--- src/rtl/fum_hazard_unit.sv ---
// fum_hazard_unit
//   Hazard, forwarding and flush controller for the FUM pipelined core.
//   A shadow pipeline tracks the destination register of every in-flight
//   instruction after ID (entry 0 = EX ... entry DEPTH-1 = WB). From it the
//   unit derives the load-use stall and the registered EX operand forwarding
//   selects. It also produces the IF/ID flush on a taken branch, and keeps
//   saturating stall/flush cycle counters.
//
//   Build option: define FUM_R0_HARDWIRED_EN to treat r0 as a constant zero
//   register. A destination of r0 then never matches, so r0 never forwards
//   and never stalls. Left undefined, r0 is hazard-tracked like any other
//   register.
//
// Ports
//   clk, rst          rising-edge clock, synchronous active-high reset
//   id_valid          ID holds a real instruction
//   id_rs/id_rt       source register addresses
//   id_rs_used/_rt_   the corresponding source is actually read
//   id_dst, id_wen    destination address / register write enable
//   id_is_load        instruction is a load
//   br_taken          branch resolved taken in EX this cycle
//   ext_stall         memory busy: freeze everything
//   stall             hold PC and IF/ID, insert a bubble into EX
//   flush             kill the IF/ID contents
//   fwd_a, fwd_b      EX operand source: 0 = register file, k = entry k
//   stall_cnt         saturating count of cycles with stall = 1
//   flush_cnt         saturating count of cycles with flush = 1

module fum_hazard_unit #(
    parameter int unsigned REG_ADDR_W = 3,
    parameter int unsigned DEPTH      = 3,
    parameter int unsigned LOAD_RDY   = 2,
    parameter int unsigned FWD_W      = $clog2(DEPTH),
    parameter int unsigned CNT_W      = 16
) (
    input  logic                  clk,
    input  logic                  rst,
    input  logic                  id_valid,
    input  logic [REG_ADDR_W-1:0] id_rs,
    input  logic [REG_ADDR_W-1:0] id_rt,
    input  logic                  id_rs_used,
    input  logic                  id_rt_used,
    input  logic [REG_ADDR_W-1:0] id_dst,
    input  logic                  id_wen,
    input  logic                  id_is_load,
    input  logic                  br_taken,
    input  logic                  ext_stall,
    output logic                  stall,
    output logic                  flush,
    output logic [FWD_W-1:0]      fwd_a,
    output logic [FWD_W-1:0]      fwd_b,
    output logic [CNT_W-1:0]      stall_cnt,
    output logic [CNT_W-1:0]      flush_cnt
);

    typedef struct packed {
        logic                  valid;
        logic [REG_ADDR_W-1:0] dst;
        logic                  wen;
        logic                  is_load;
    } entry_t;

    entry_t           sh [DEPTH];
    entry_t           id_entry;
    logic             hz;
    logic             bubble;
    logic [FWD_W-1:0] fwd_a_nxt;
    logic [FWD_W-1:0] fwd_b_nxt;

    function automatic logic match(input entry_t e,
                                   input logic [REG_ADDR_W-1:0] src,
                                   input logic used);
        logic m;
        m = used && e.valid && e.wen && (e.dst == src);
`ifdef FUM_R0_HARDWIRED_EN
        m = m && (e.dst != '0);
`endif
        return m;
    endfunction

    // A load in entry j reaches entry j+1 by the time the consumer is in EX;
    // if that is still short of LOAD_RDY the data cannot be forwarded yet.
    always_comb begin
        hz = 1'b0;
        for (int unsigned j = 0; j < DEPTH; j++) begin
            if (sh[j].is_load && (j + 1 < LOAD_RDY) &&
                (match(sh[j], id_rs, id_rs_used) || match(sh[j], id_rt, id_rt_used)))
                hz = 1'b1;
        end
    end

    assign flush  = br_taken & ~ext_stall;
    assign stall  = hz & id_valid & ~flush & ~ext_stall;
    assign bubble = flush | stall | ~id_valid;

    // Select is computed while the consumer is in ID, so a producer now in
    // entry k-1 sits in entry k when the select is used in EX. Only entries
    // 0..DEPTH-2 are scanned: a producer already in WB has written the
    // register file before ID read it. Scanning from the oldest down lets the
    // youngest producer overwrite and win.
    always_comb begin
        fwd_a_nxt = '0;
        fwd_b_nxt = '0;
        for (int unsigned k = DEPTH - 1; k >= 1; k--) begin
            if (match(sh[k-1], id_rs, id_rs_used))
                fwd_a_nxt = FWD_W'(k);
            if (match(sh[k-1], id_rt, id_rt_used))
                fwd_b_nxt = FWD_W'(k);
        end
    end

    always_comb begin
        id_entry.valid   = id_valid;
        id_entry.dst     = id_dst;
        id_entry.wen     = id_wen;
        id_entry.is_load = id_is_load;
`ifdef FUM_R0_HARDWIRED_EN
        if (id_dst == '0)
            id_entry.wen = 1'b0;
`endif
    end

    always_ff @(posedge clk) begin
        if (rst) begin
            for (int unsigned j = 0; j < DEPTH; j++)
                sh[j] <= '0;
            fwd_a     <= '0;
            fwd_b     <= '0;
            stall_cnt <= '0;
            flush_cnt <= '0;
        end else if (!ext_stall) begin
            for (int unsigned j = 1; j < DEPTH; j++)
                sh[j] <= sh[j-1];
            sh[0] <= bubble ? '0 : id_entry;
            fwd_a <= bubble ? '0 : fwd_a_nxt;
            fwd_b <= bubble ? '0 : fwd_b_nxt;
            if (stall && (stall_cnt != '1))
                stall_cnt <= stall_cnt + CNT_W'(1);
            if (flush && (flush_cnt != '1))
                flush_cnt <= flush_cnt + CNT_W'(1);
        end
    end

endmodule

--- config.mk ---
export PLATFORM = sky130hd
export DESIGN_NAME = fum_hazard_unit
export DESIGN_NICKNAME = d
export VERILOG_FILES = /design/src/rtl/fum_hazard_unit.sv
export SDC_FILE = /design/constraint.sdc
export NUM_CORES = 1
export LEC_CHECK = 0
export CELL_PAD_IN_SITES_DETAIL_PLACEMENT = 0
export CELL_PAD_IN_SITES_GLOBAL_PLACEMENT = 2
export CORE_MARGIN = 2
export CORE_UTILIZATION = 32
export DETAILED_ROUTE_END_ITERATION = 10
export GPL_TIMING_DRIVEN = 0
export HOLD_SLACK_MARGIN = 0.1
export PLACE_DENSITY = 0.92
export RECOVER_POWER = 100
export SLEW_MARGIN = 25
export SYNTH_ARGS = -nofsm -noshare
export SYNTH_HDL_FRONTEND = slang
export SYNTH_SLANG_ARGS = --single-unit
--- constraint.sdc ---
create_clock -name clk -period 5.2 [get_ports clk]
set_input_delay 0.52 -clock clk [delete_from_list [all_inputs] [get_ports clk]]
set_output_delay 0.52 -clock clk [all_outputs]
set_load 0.01 [all_outputs]
==> results of run 1 <==
## how the worst max path moves through the flow
stage / endpoint / slack, ns / cells past startpoint / from
3_5_place_dp: stall / 2.09 / 6 / id_rt[2]
5_1_grt: stall / 1.14 / 6 / id_rt[2]
3_3_place_gp: stall / 2.07 / 6 / id_rt[2]
2_1_floorplan: sh[0][0] / 3.21 / 6 / id_rt[2]
4_1_cts: stall / 2.09 / 6 / id_rt[2]
6_report: stall / 1.40 / 6 / id_rt[2]
## layer usage
metal,global-route usage,vias up,routed length [um]
li1,-,1011,-
met1,0.196,975,2700
met2,0.235,38,2450
met3,0.0452,7,244
met4,0.0393,0,55
met5,0,-,0
## registers in the layout, indices dropped and copies added (netlist names)
| name | cells |
|---|---|
| fwd_b | 2 |
| stall_cnt | 16 |
| fwd_a | 2 |
| flush_cnt | 16 |
| sh | 11 |
## power breakdown
part           internal, mW  total [mW]  switching [mW]
logic                0.0235      0.0448          0.0213
clock network         0.192       0.320           0.128
registers             0.380       0.385         0.00533
total                 0.596       0.750           0.154
## cell usage in the layout (no fill, tap or decap), drive strengths merged, types with 3 or more instances in the layout
cell type      synthesis  layout
dlygate4sd3            0      40
dfxtp                 36      36
nor2                  24      24
xnor2                 16      16
a21oi                 16      16
clkdlybuf4s50          0      14
nand3                 12      12
and2                  12      12
nand4                 11      11
edfxtp                11      11
xor2                  10      10
clkbuf                 4      10
nand2                  8       8
nor3                   8       8
nor4                   8       8
o21ai                  8       8
or3                    7       7
o31ai                  5       5
or4                    5       5
and4                   5       5
nor4b                  4       4
inv                    3       4
and3                   4       4
nor2b                  3       3
o211ai                 3       3
## cells in the mapped netlist (2+ instances only)
master     n  area [um^2]
nor4_1     6         37.5
or3_1      7         43.8
a21oi_1   16         80.1
ha_1       2         25.0
edfxtp_1  11          330
o21ai_1    3         15.0
xor2_1    10         87.6
nor3_1     8         40.0
and3_1     3         18.8
xnor2_1   16          140
nand4_1   11         68.8
o211ai_1   2         15.0
o31ai_1    5         37.5
nor2b_1    3         18.8
mux2i_1    2         20.0
a32o_1     2         20.0
buf_6      2         22.5
a22o_1     2         17.5
nor2_1    24         90.1
dfxtp_1   36          721
and4_1     2         17.5
o21ai_0    4         20.0
nor4b_1    4         35.0
nor4_4     2         42.5
inv_1      3         11.3
nand3_1   12         60.1
nand2_1    8         30.0
clkbuf_1   4         15.0
and4_2     2         20.0
or4_1      5         37.5
and2_1    11         68.8
## critical path, delay by kind of cell
| family | cells | cell delay [ns] |
|---|---|---|
| XOR/XNOR | 1 | 0.18 |
| buffers and inverters | 2 | 1.20 |
| AND/OR/NAND/NOR | 3 | 1.39 |
## area by class of cell
cell class | instances | area [um^2]
inverters | 3 | 11.3
clock inverters | 3 | 66.3
fillers | 695 | 3800
clock buffers | 5 | 68.8
multi-input cells | 182 | 1170
plain buffers | 7 | 38.8
well taps | 96 | 120
repair buffers | 54 | 541
flip-flops and latches | 47 | 1050
## cell families (layout without fill, tap and decap cells)
logic type                 Yosys count  count (layout)
adders and majority gates            2               2
muxes                                2               2
and+or+nand+nor                    112             112
AOI/OAI and AO/OA                   40              40
xor gates and xnor gates            26              26
DFF                                 47              47
buffers and inverters               10              72
==> impl_metrics.toml, run 1 <==
[critical_path]
critPathMaxStageDelay_ns = 1.05
worstSetupEndpointType = "primary output"
r2r_slack_ns = 2.06
worstPathRequired_ns = 4.68
path_cells = "dlygate4sd3_1, xor2_1, nor4_1, nor2_1, nor2_1, dlygate4sd3_1"
worstRegToRegCells = 6
reg2reg_to = "stall_cnt[5]"
crit_path_start_kind = "input port"
critical-path-slowest-cell = "nor4_1"
cp_max_fo = 7
crit_arrival_ns = 3.28
critPathKind = "input port to primary output"
r2r_start = "sh[0][4]"

[yosys]
synth-main-ff-cell = "dfxtp_1"
syn_inst = 239
synth_compound_area_frac = 0.111
synth_edf_count = 11
synth_top_family_by_area = "simple AND/OR/NAND/NOR gates"
synth_area_per_cell_um2 = 9.66
ys_async_sr_fraction = 0
ys_ff_latch = 47
syn-num-nets = 259
synth_fa_ha_area_frac = 0.0108
synth.distinct_cells = 42
muxShareOfSynthArea = 0.00867
synthSimpleGateAreaFrac = 0.291
ys_warn_count = 0
synth-seq-area-share = 0.455
synth_xor_area_frac = 0.0986
syn_area_um2 = 2310

[clock_network]
clock_latency_ns = 0.30
htreeDepth = 2
clkTransAtPathRegs_ns = 0.08
cts_made_buffers = 5
cts_setup_buffers = 0
clockRootBuffer = "clkbuf_8"
cts_hold_buf = 0
clock-sinks = 47
cts_resized = 0
cts_tree = "yes"
clockBufferDepth = 2

[finish]
drive_gt1_frac = 0.0465
instances_no_fill = 397
nets = 320
area_growth_pct = 32.9
finalCoreUtilization = 0.447
design_area_um2 = 3070
n_antenna_cell = 0

[grt]
first_global_vias = 1960
grt_max_degree = 16
grt.total_usage = 0.148
grt_pass1_wl_um = 9160
antenna_found_initial = 0
grt_overflow = 0

[route]
vias_per_cell = 5.12
vias = 2031
drt_iter0_drc = 70
ant_nets = 0
drt_wl_total_um = 5450
wl_per_cell_um = 13.7
drc = 0
dr.pass1.iters = 4

[sta]
whs_ns = 0.409
finalClockSkew_ns = 0.00613
report.final.slew_viol_count = 0
slew_headroom = 0.161
setup_violations = 0
achievable-frequency_mhz = 263
worstMarginPinSlew_ns = 1.25
hold_viol = 0
fin_crit_ns = 3.80
period_share = 0.731
rsz0062_at_grt = "false"
setup_slack_ns = 1.40
finalSetupTns_ns = 0

[min_path]
hold_class = "input port to flop"
hold_depth = 2
hp-start = "rst"
hold-path-endpoint = "flush_cnt[2]"

[placement]
hpwl_um = 4030
dp_cells = 389
placed_area_um2 = 2970
pre_cts_slack_ns = 2.09
io_buffers = 54
routabilityCongestion = 0.796

[floorplanning]
fp-row-count = 30
start_util = 0.336
ioPinCount = 56
dieWidth_um = 88.9
die_y_um = 88.9
coreArea_um2 = 6870
die_area_um2 = 7910

[pwr]
p_leak_nw = 1.11
ir_drop_uv = 105
p_per_area_nw_per_um2 = 244
power_mw = 0.750

[flow_run]
drv_cap = 0

[outcome]
run_status = "finished, final reports clean"
No activity file was read; power rests on OpenSTA's default activity.
==> run 2, diff against run 1 <==
--- a/config.mk
+++ b/config.mk
@@ -8,11 +8,11 @@
 export CELL_PAD_IN_SITES_DETAIL_PLACEMENT = 0
 export CELL_PAD_IN_SITES_GLOBAL_PLACEMENT = 2
 export CORE_MARGIN = 2
-export CORE_UTILIZATION = 32
+export CORE_UTILIZATION = 27
 export DETAILED_ROUTE_END_ITERATION = 10
 export GPL_TIMING_DRIVEN = 0
 export HOLD_SLACK_MARGIN = 0.1
-export PLACE_DENSITY = 0.92
+export PLACE_DENSITY = 0.83
 export RECOVER_POWER = 100
 export SLEW_MARGIN = 25
 export SYNTH_ARGS = -nofsm -noshare
==> constraint.sdc (replaced) <==
create_clock -name clk -period 3.3 [get_ports clk]
set_input_delay 0.33 -clock clk [delete_from_list [all_inputs] [get_ports clk]]
set_output_delay 0.33 -clock clk [all_outputs]
set_load 0.01 [all_outputs]
==> run 2 against run 1 <==
Cell area is 0.69% lower. Sequential cell count stayed put. Power is 39% higher. Combinational power is 65% higher. Clock skew is 0.0095 ns higher. Clock power is 12% higher.
==> impl_metrics.toml, run 2 (synthesized netlist as in run 1, its figures left out) <==
[outcome]
run_status = "finished, final reports clean"

[finish]
drive_gt1_frac = 0.0498
n_antenna_cell = 0
final_common_cell = "dlygate4sd3_1"
area_growth_pct = 32.0
design_area_um2 = 3050
reg_top3 = "flush_cnt (16), stall_cnt (16), sh (11)"
layout_common_cells = "dlygate4sd3_1 (40), dfxtp_1 (36), nor2_1 (24)"
instances_no_fill = 406
nets = 320
nFillCells = 877

[sta]
period_share = 0.855
finalClockSkew_ns = 0.0157
setup_violations = 0
rsz0062_at_grt = "false"
worstMarginPinSlew_ns = 0.832
slew_headroom = 0.440
report.final.slew_viol_count = 0
hold_viol = 0
achievable-frequency_mhz = 354
finalSetupTns_ns = 0
fin_crit_ns = 2.82

[route]
vias = 2012
drc = 0
drt_wl_total_um = 5760
ant_nets = 0
dr.pass1.iters = 4
wl_per_cell_um = 14.2
vias_per_cell = 4.96
drt_iter0_drc = 67

[placement]
placed_area_um2 = 2980
dp_cells = 398
hpwl_um = 4190
io_buffers = 54
routabilityCongestion = 0.795

[min_path]
hold_class = "input port to flop"

[critical_path]
critical-path-slowest-cell = "dlygate4sd3_1"
crit_arrival_ns = 2.49
critPathKind = "input port to primary output"
critPathMaxStageDelay_ns = 0.62
cp_max_fo = 7
critical_path_buf_inv_count = 2
worstSetupEndpointType = "primary output"
worstPathRequired_ns = 2.97
critical-path-top-delay-family = "buffers and inverters"
path_cells = "dlygate4sd3_1, xor2_1, nor4_4, nor2_1, nor2_1, dlygate4sd3_1"
crit_path_start_kind = "input port"

[pwr]
p_per_area_nw_per_um2 = 341
p_sw_mw = 0.254
ir_drop_uv = 132
sw_frac_of_total = 0.244
p_leak_nw = 1.09
p_clk_frac = 0.345
combinationalPowerShare = 0.071
p_seq_frac = 0.584
intPower_mw = 0.786

[grt]
grt_overflow = 0
first_global_vias = 1945
antenna_found_initial = 0
grt_max_degree = 16
grt_pass1_wl_um = 9540
grt.total_usage = 0.131

[floorplanning]
dieWidth_um = 96.5
die_y_um = 96.5
start_util = 0.280
ioPinCount = 56
die_area_um2 = 9310
coreArea_um2 = 8260
fp-row-count = 33

[clock_network]
htreeDepth = 2
cts_tree = "yes"
clkTransAtPathRegs_ns = 0.09
clock_latency_ns = 0.31
clockRootBuffer = "clkbuf_8"
clock-sinks = 47
cts_resized = 0
cts_hold_buf = 0
clockBufferDepth = 2
cts_setup_buffers = 0
cts_made_buffers = 5

[flow_run]
drv_cap = 0
-- run 2: layout make-up --
cell class,count,area [um^2],share of cell area
clock buffers,5,68.8,0.0226
well taps,105,131,0.0431
flip-flops and latches,47,1050,0.345
inverters,3,11.3,0.00370
repair buffers,54,541,0.177
plain buffers,7,38.8,0.0127
multi-input cells,182,1190,0.389
clock inverters,3,18.8,0.00616
-- run 2: power groups by stage --
stage                     clock network (mW)  logic [mW]  registers (mW)
after floorplan                            0      0.0396           0.619
after global routing                   0.396      0.0807           0.609
after global placement                     0      0.0761           0.620
final                                  0.359      0.0740           0.607
after CTS                              0.373      0.0773           0.607
after detailed placement                   0      0.0771           0.621
-- run 2: worst register-to-register path: stages, from the launching register on --
cell,delay [ns]
dfxtp_1,0.38
ha_1,0.28
and4_2,0.25
a41oi_1,0.30
o21ai_0,0.35
clkbuf_1,0.36
or3_1,0.41
a21oi_1,0.13
-- run 2: final timing paths --
kind	startpoint	slack, ns	cells after the start	end
worst max-delay path	id_rt[2]	0.48	6	stall
worst min-delay path	rst	0.22	2	flush_cnt[4]
worst max register to register	stall_cnt[0]	0.77	7	stall_cnt[5]
worst min register to register	fwd_b[1]	0.48	1	fwd_b[1]
-- run 2: stage by stage --
| step | power [mW] | utilization | worst slack [ns] | hold slack [ns] |
|---|---|---|---|---|
| floorplan | 0.659 | - | 1.33 | 0.510 |
| global placement | 0.697 | 0.361 | 0.562 | 0.469 |
| detailed placement | 0.698 | 0.361 | 0.560 | 0.462 |
| CTS | 1.06 | 0.372 | 0.558 | 0.218 |
| global route | 1.09 | 0.369 | 0.357 | 0.224 |
| finish | 1.04 | 0.369 | 0.477 | 0.222 |
-- run 2: layer usage --
layer  vias to the layer above  routed length, um  track usage  part of all wire
met2                        47               2570        0.203              0.45
met5                         -                  0            0                 0
li1                       1012                  -            -                 -
met1                       948               2910        0.183              0.50
met3                         5                208       0.0240             0.036
met4                         0                 74       0.0423             0.013
